`src/rtl/button_debouncer_if.sv`:
```
// Button conditioning bus: raw pins and timebase in, debounced levels, edge pulses
// and one-hot key decode out.
interface button_debouncer_if #(
    parameter int NUM_BTN = 4
);
    localparam int IDX_W = (NUM_BTN > 1) ? $clog2(NUM_BTN) : 1;

    logic [15:0]        ticks_per_milli;
    logic [NUM_BTN-1:0] btn_raw;
    logic [NUM_BTN-1:0] btn_level;
    logic [NUM_BTN-1:0] btn_press;
    logic [NUM_BTN-1:0] btn_release;
    logic               key_valid;
    logic [IDX_W-1:0]   key_index;
    logic               key_multi;

    modport master (
        output ticks_per_milli, btn_raw,
        input  btn_level, btn_press, btn_release, key_valid, key_index, key_multi
    );

    modport slave (
        input  ticks_per_milli, btn_raw,
        output btn_level, btn_press, btn_release, key_valid, key_index, key_multi
    );
endinterface

```
`src/rtl/button_debouncer.sv`:
```
// Push-button conditioner: 2-FF sync, shared millisecond timebase, one debounce FSM
// per pin, and a combinational one-hot key decode of the accepted levels.
module button_debouncer_lane #(
    parameter int DEBOUNCE_MS = 10
) (
    input  logic clk,
    input  logic rst_n,
    input  logic sync_i,
    input  logic ms_tick_i,
    output logic level_o,
    output logic press_o,
    output logic rel_o
);
    typedef enum logic {ST_STABLE, ST_PENDING} state_t;

    state_t     state_q, state_d;
    logic [4:0] cnt_q, cnt_d;
    logic       level_q, level_d;
    logic       press_q, press_d;
    logic       rel_q, rel_d;

    always_ff @(posedge clk or negedge rst_n) begin
        if (!rst_n) begin
            state_q <= ST_STABLE;
            cnt_q   <= '0;
            level_q <= 1'b0;
            press_q <= 1'b0;
            rel_q   <= 1'b0;
        end else begin
            state_q <= state_d;
            cnt_q   <= cnt_d;
            level_q <= level_d;
            press_q <= press_d;
            rel_q   <= rel_d;
        end
    end

    always_comb begin
        state_d = state_q;
        cnt_d   = cnt_q;
        level_d = level_q;
        press_d = 1'b0;
        rel_d   = 1'b0;
        case (state_q)
            // A tick landing in the entry cycle is deliberately not counted.
            ST_STABLE: begin
                if (sync_i != level_q) begin
                    state_d = ST_PENDING;
                    cnt_d   = '0;
                end
            end
            ST_PENDING: begin
                if (sync_i == level_q) begin
                    state_d = ST_STABLE;
                    cnt_d   = '0;
                end else if (ms_tick_i) begin
                    if (cnt_q == 5'(DEBOUNCE_MS - 1)) begin
                        level_d = sync_i;
                        press_d = sync_i;
                        rel_d   = ~sync_i;
                        state_d = ST_STABLE;
                        cnt_d   = '0;
                    end else begin
                        cnt_d = cnt_q + 5'd1;
                    end
                end
            end
            default: state_d = ST_STABLE;
        endcase
    end

    assign level_o = level_q;
    assign press_o = press_q;
    assign rel_o   = rel_q;
endmodule

module button_debouncer #(
    parameter int NUM_BTN     = 4,
    parameter int DEBOUNCE_MS = 10
) (
    input  logic               clk,
    input  logic               rst_n,
    button_debouncer_if.slave  bus
);
    localparam int IDX_W = (NUM_BTN > 1) ? $clog2(NUM_BTN) : 1;

    logic [NUM_BTN-1:0] sync1_q, sync1_d, sync2_q, sync2_d;
    logic [15:0]        tick_cnt_q, tick_cnt_d;
    logic [15:0]        tpm;
    logic               ms_tick;
    logic [NUM_BTN-1:0] level, press, rel;
    logic [7:0]         ones;
    logic [IDX_W-1:0]   idx;

    always_ff @(posedge clk or negedge rst_n) begin
        if (!rst_n) begin
            sync1_q    <= '0;
            sync2_q    <= '0;
            tick_cnt_q <= '0;
        end else begin
            sync1_q    <= sync1_d;
            sync2_q    <= sync2_d;
            tick_cnt_q <= tick_cnt_d;
        end
    end

    // >= (not ==) so a lowered ticks_per_milli wraps at once instead of running to 65535.
    always_comb begin
        sync1_d    = bus.btn_raw;
        sync2_d    = sync1_q;
        tpm        = (bus.ticks_per_milli == 16'd0) ? 16'd1 : bus.ticks_per_milli;
        ms_tick    = (tick_cnt_q >= tpm - 16'd1);
        tick_cnt_d = ms_tick ? 16'd0 : tick_cnt_q + 16'd1;
    end

    for (genvar g = 0; g < NUM_BTN; g++) begin : g_lane
        button_debouncer_lane #(.DEBOUNCE_MS(DEBOUNCE_MS)) u_lane (
            .clk       (clk),
            .rst_n     (rst_n),
            .sync_i    (sync2_q[g]),
            .ms_tick_i (ms_tick),
            .level_o   (level[g]),
            .press_o   (press[g]),
            .rel_o     (rel[g])
        );
    end

    always_comb begin
        ones = '0;
        idx  = '0;
        for (int i = 0; i < NUM_BTN; i++) begin
            if (level[i]) begin
                ones = ones + 8'd1;
                idx  = IDX_W'(i);
            end
        end
    end

    assign bus.btn_level   = level;
    assign bus.btn_press   = press;
    assign bus.btn_release = rel;
    assign bus.key_valid   = (ones == 8'd1);
    assign bus.key_multi   = (ones > 8'd1);
    assign bus.key_index   = (ones == 8'd1) ? idx : '0;
endmodule

```
`src/flat_wrapper.sv`:
```
// flat-port wrapper written by rule: the top's interface ports become plain ports
module button_debouncer_flat 
#(
    parameter int NUM_BTN     = 4,
    parameter int DEBOUNCE_MS = 10
)
  (clk, rst_n, bus_ticks_per_milli, bus_btn_raw, bus_btn_level, bus_btn_press, bus_btn_release, bus_key_valid, bus_key_index, bus_key_multi);
  button_debouncer_if #(.NUM_BTN(NUM_BTN)) bus_i ();
  input  logic clk;
  input  logic rst_n;
  input wire logic [$bits(bus_i.ticks_per_milli)-1:0] bus_ticks_per_milli;
  input wire logic [$bits(bus_i.btn_raw)-1:0] bus_btn_raw;
  output wire logic [$bits(bus_i.btn_level)-1:0] bus_btn_level;
  output wire logic [$bits(bus_i.btn_press)-1:0] bus_btn_press;
  output wire logic [$bits(bus_i.btn_release)-1:0] bus_btn_release;
  output wire logic [$bits(bus_i.key_valid)-1:0] bus_key_valid;
  output wire logic [$bits(bus_i.key_index)-1:0] bus_key_index;
  output wire logic [$bits(bus_i.key_multi)-1:0] bus_key_multi;
  assign bus_i.ticks_per_milli = bus_ticks_per_milli;
  assign bus_i.btn_raw = bus_btn_raw;
  assign bus_btn_level = bus_i.btn_level;
  assign bus_btn_press = bus_i.btn_press;
  assign bus_btn_release = bus_i.btn_release;
  assign bus_key_valid = bus_i.key_valid;
  assign bus_key_index = bus_i.key_index;
  assign bus_key_multi = bus_i.key_multi;
  button_debouncer #(.NUM_BTN(NUM_BTN), .DEBOUNCE_MS(DEBOUNCE_MS)) u_core (.clk(clk), .rst_n(rst_n), .bus(bus_i));
endmodule
```
`config.mk`:
```
export PLATFORM = sky130hd
export DESIGN_NAME = button_debouncer_flat
export DESIGN_NICKNAME = d
export VERILOG_FILES = /design/src/rtl/button_debouncer_if.sv /design/src/rtl/button_debouncer.sv /design/src/flat_wrapper.sv
export SDC_FILE = /design/constraint.sdc
export NUM_CORES = 1
export LEC_CHECK = 0
export CAP_MARGIN = 30
export CORE_UTILIZATION = 25
export DETAILED_ROUTE_END_ITERATION = 16
export PLACE_DENSITY = 0.52
export SKIP_LAST_GASP = 1
export SLEW_MARGIN = 40
export SYNTH_ARGS = -nofsm -noshare
export SYNTH_HDL_FRONTEND = slang
export SYNTH_SLANG_ARGS = --single-unit
```
`constraint.sdc`:
```
create_clock -name clk -period 4.25 [get_ports clk]
set_clock_uncertainty 0.2 [all_clocks]
set_input_delay 0.85 -clock clk [delete_from_list [all_inputs] [get_ports clk]]
set_output_delay 0.85 -clock clk [all_outputs]
set_load 0.02 [all_outputs]
```
==> impl_results.md <==
- Status: complete, but fails checks
- Failing checks: setup timing
- Die Wd: 121 µm
- Syn avg cell area: 9.94 µm²
- Initial Utilization: 0.256
- Max_cap viols: 0
- DRC violation count after routing: 0
- Ratio of final minimum period to clock period: 1.14
- Pre-antenna DRT Iters: 4
- Final hold violations: 0
- Power density over cell area: 342 mW/mm²
- Clock transition at path regs: 0.05 ns
- First-pass GRT wire length: 14000 µm
- Reg area: 0.00150 mm²
- Fin cells: 610
- Clock root buffer: clkbuf_16
- DP Cell Count: 586
- Slew Limit Fails: 0
- Yosys top cell by area: dfrtp_1
- Worst-Margin Slew: 0.745 ns
- CP required: 4.26 ns
- Rel. slew slack: 0.497
- Critical Path Slowest Stage Cell: or4_4
- GR Overflow Total: 0
- Port Buffers: 37
- Die height: 121 µm
- Global-route usage over all layers: 0.121
- Post-layout min period: 4.86 ns
- Worst path max stage delay: 0.53 ns
- Final core utilization: 0.369
- Ys Warns: 0
- Total power: 1.75 mW
- Worst setup slack after layout: -0.609 ns
- Synth Cell Area: 0.00355 mm²
- DR iter-0 viols: 100
- Yosys cell types: 41
- Multi-input logic area: 0.00231 mm²
- CTS tree: built
- Largest cells by area after synthesis: dfrtp_1 (42%), ha_1 (10%), xnor2_1 (4.7%)
- Lkg Pwr: 2.14 nW
- Number of synthesized flops with an enable pin: 0
- Most used cell, CP: or4_4
- Clock sink total: 60
- CP arrival: 4.87 ns
- Top-count cell post-synth: dfrtp_1
- Final setup fails: 52
- DIE AREA: 0.0147 mm²
- Core area: 0.0139 mm²
- Fin nets: 478
- Crit path kind: in2reg
- Total I/O pin count: 38
- Async set or reset register ratio after synthesis: 1.00
- Worst VDD drop: 0.000238 V
- RSZ-0062 raised after global routing: true
- Largest net degree at the start of global routing: 41
- CTS H-tree depth: 3
- Yosys top cell area share: 0.423
- Post-route ant nets: 0
- Routed WL: 8430 µm
- Hold-fix buffers at CTS: 0
- Startpoint types: input port
- Placed cell area: 0.00432 mm²
- Worst skew pair latency: 0.33 ns
- WL/cell: 13.8 µm
- Design area: 0.00513 mm²
- Proportion of layout cells with a drive suffix above 1: 0.321
- Ys flop type: dfrtp_1
- Initial antenna violation count: 0
- CTS Buffer Depth: 2
- Nature of the critical path endpoint: flip-flop
- Vias/cell: 4.66
- Ant. Diodes: 0
- Most common library cells after synthesis: dfrtp_1 (60), nor2_1 (34), ha_1 (29), nand2_1 (20), xnor2_1 (19)
- Std-Cell Rows: 43
- Synth-to-Final Area Change: 44.6%
- Mapped Nets: 408
- Achievable Freq: 0.206 GHz
- Crit-path cells: buf_6, or4_4, or4_4, or4_4, nor4_4, a21oi_2, ha_2, buf_4, xnor2_2, ha_1, a31oi_1, nor2b_1, o311ai_4, nand3_4, buf_12, nand3_2, mux2_2
- Layout filler cell count: 1414
- Post-DP HPWL: 5530 µm
- Synthesized instance count: 357
- CTS Buf Count: 9
- Gp weighted congestion: 0.792
- Yosys reg bits: 60
- Via Count: 2841
- Post-synthesis sequential area ratio: 0.423
- Worst Hold Class: reg2reg
- Vias in the first global route: 2892
- Crit-path max FO: 5
metrics by stage:
stage          setup WS (ns)  hold slack (ns)  TNS (ns)
2_1_floorplan         -0.657            0.131    -25.10
3_3_place_gp           -1.25            0.133    -58.17
3_5_place_dp           -1.38            0.138    -62.87
4_1_cts               -0.746            0.148    -34.37
5_1_grt               -0.790            0.152    -37.17
6_report              -0.609            0.145    -26.46
worst paths after layout:
check / start / to / slack [ns] / cells after the start
max: bus_ticks_per_milli[4] / u_core.g_lane[3].u_lane.level_o / -0.61 / 17
min: u_core.sync1_q[0] / u_core.sync2_q[0] / 0.14 / 0
max reg2reg: u_core.tick_cnt_q[1] / u_core.g_lane[3].u_lane.level_o / 1.70 / 8
min reg2reg: u_core.sync1_q[0] / u_core.sync2_q[0] / 0.14 / 0
max in group asynchronous: rst_n / u_core.g_lane[2].u_lane.cnt_q[4] / 2.86 / 2
min in group asynchronous: rst_n / u_core.g_lane[3].u_lane.cnt_q[0] / 0.30 / 1
placed cells by master, fill, tap and decap left out, types with 8 or more instances in the layout:
cell	count
xor2_1	14
o21ai_0	12
inv_1	11
a21oi_1	9
nand3_1	9
clkdlybuf4s50_1	32
clkbuf_16	11
nor2_1	23
buf_4	29
nor2_2	9
and3_1	11
dfrtp_1	60
buf_6	8
xnor2_1	18
ha_1	28
nand2_1	16
final cells by class:
| type | count | share of cell area |
|---|---|---|
| sequential | 60 | 0.293 |
| multi-input combinational | 267 | 0.451 |
| clock buffer | 11 | 0.0473 |
| inverter | 11 | 0.00805 |
| timing repair buffer | 78 | 0.154 |
| tap | 180 | 0.0439 |
| clock inverter | 3 | 0.00293 |
repair_timing:
action | CTS | global route
gates cloned | 1 | 2
setup endpoints to repair | 52 | 52
buffers inserted | 3 | 4
pin swaps | 25 | 16
gates resized for setup | 45 | 61
state kept, by name (all words and copies together), names as in the netlist:
name	count
u_core.g_lane.u_lane.cnt_q	20
u_core.g_lane.u_lane.level_o	4
u_core.g_lane.u_lane.rel_o	4
u_core.g_lane.u_lane.state_q	4
u_core.sync1_q	4
u_core.tick_cnt_q	16
u_core.g_lane.u_lane.press_o	4
u_core.sync2_q	4
logic make-up after synthesis:
logic type | share of synthesized area
muxes | 0.0268
and+or+nand+nor | 0.205
AOI/OAI and AO/OA | 0.116
buffers and inverters | 0.0444
adders and majority gates | 0.102
xor gates and xnor gates | 0.0815
DFF | 0.423
metal layers:
metal | vias to the layer above | global-route usage | wire length, µm | share of wire
met5 | - | 0 | 0 | 0
met4 | 0 | 0.0394 | 97 | 0.012
met3 | 8 | 0.0282 | 332 | 0.039
met2 | 51 | 0.189 | 3850 | 0.46
met1 | 1375 | 0.163 | 4150 | 0.49
li1 | 1407 | - | - | -
critical path, delay by kind of cell:
kind	cells	cell delay, ns
fa+ha+maj	2	0.50
xor+xnor	1	0.12
simple gates	7	2.05
buf+inv	3	0.42
compound gates	3	0.57
mux	1	0.33
power breakdown:
group | switching [mW] | internal [mW] | total (mW)
sequential | 0.0618 | 0.625 | 0.687
combinational | 0.210 | 0.214 | 0.423
clock | 0.243 | 0.400 | 0.643
total | 0.514 | 1.24 | 1.75
Note: power is estimated with default switching activity, not from simulation.
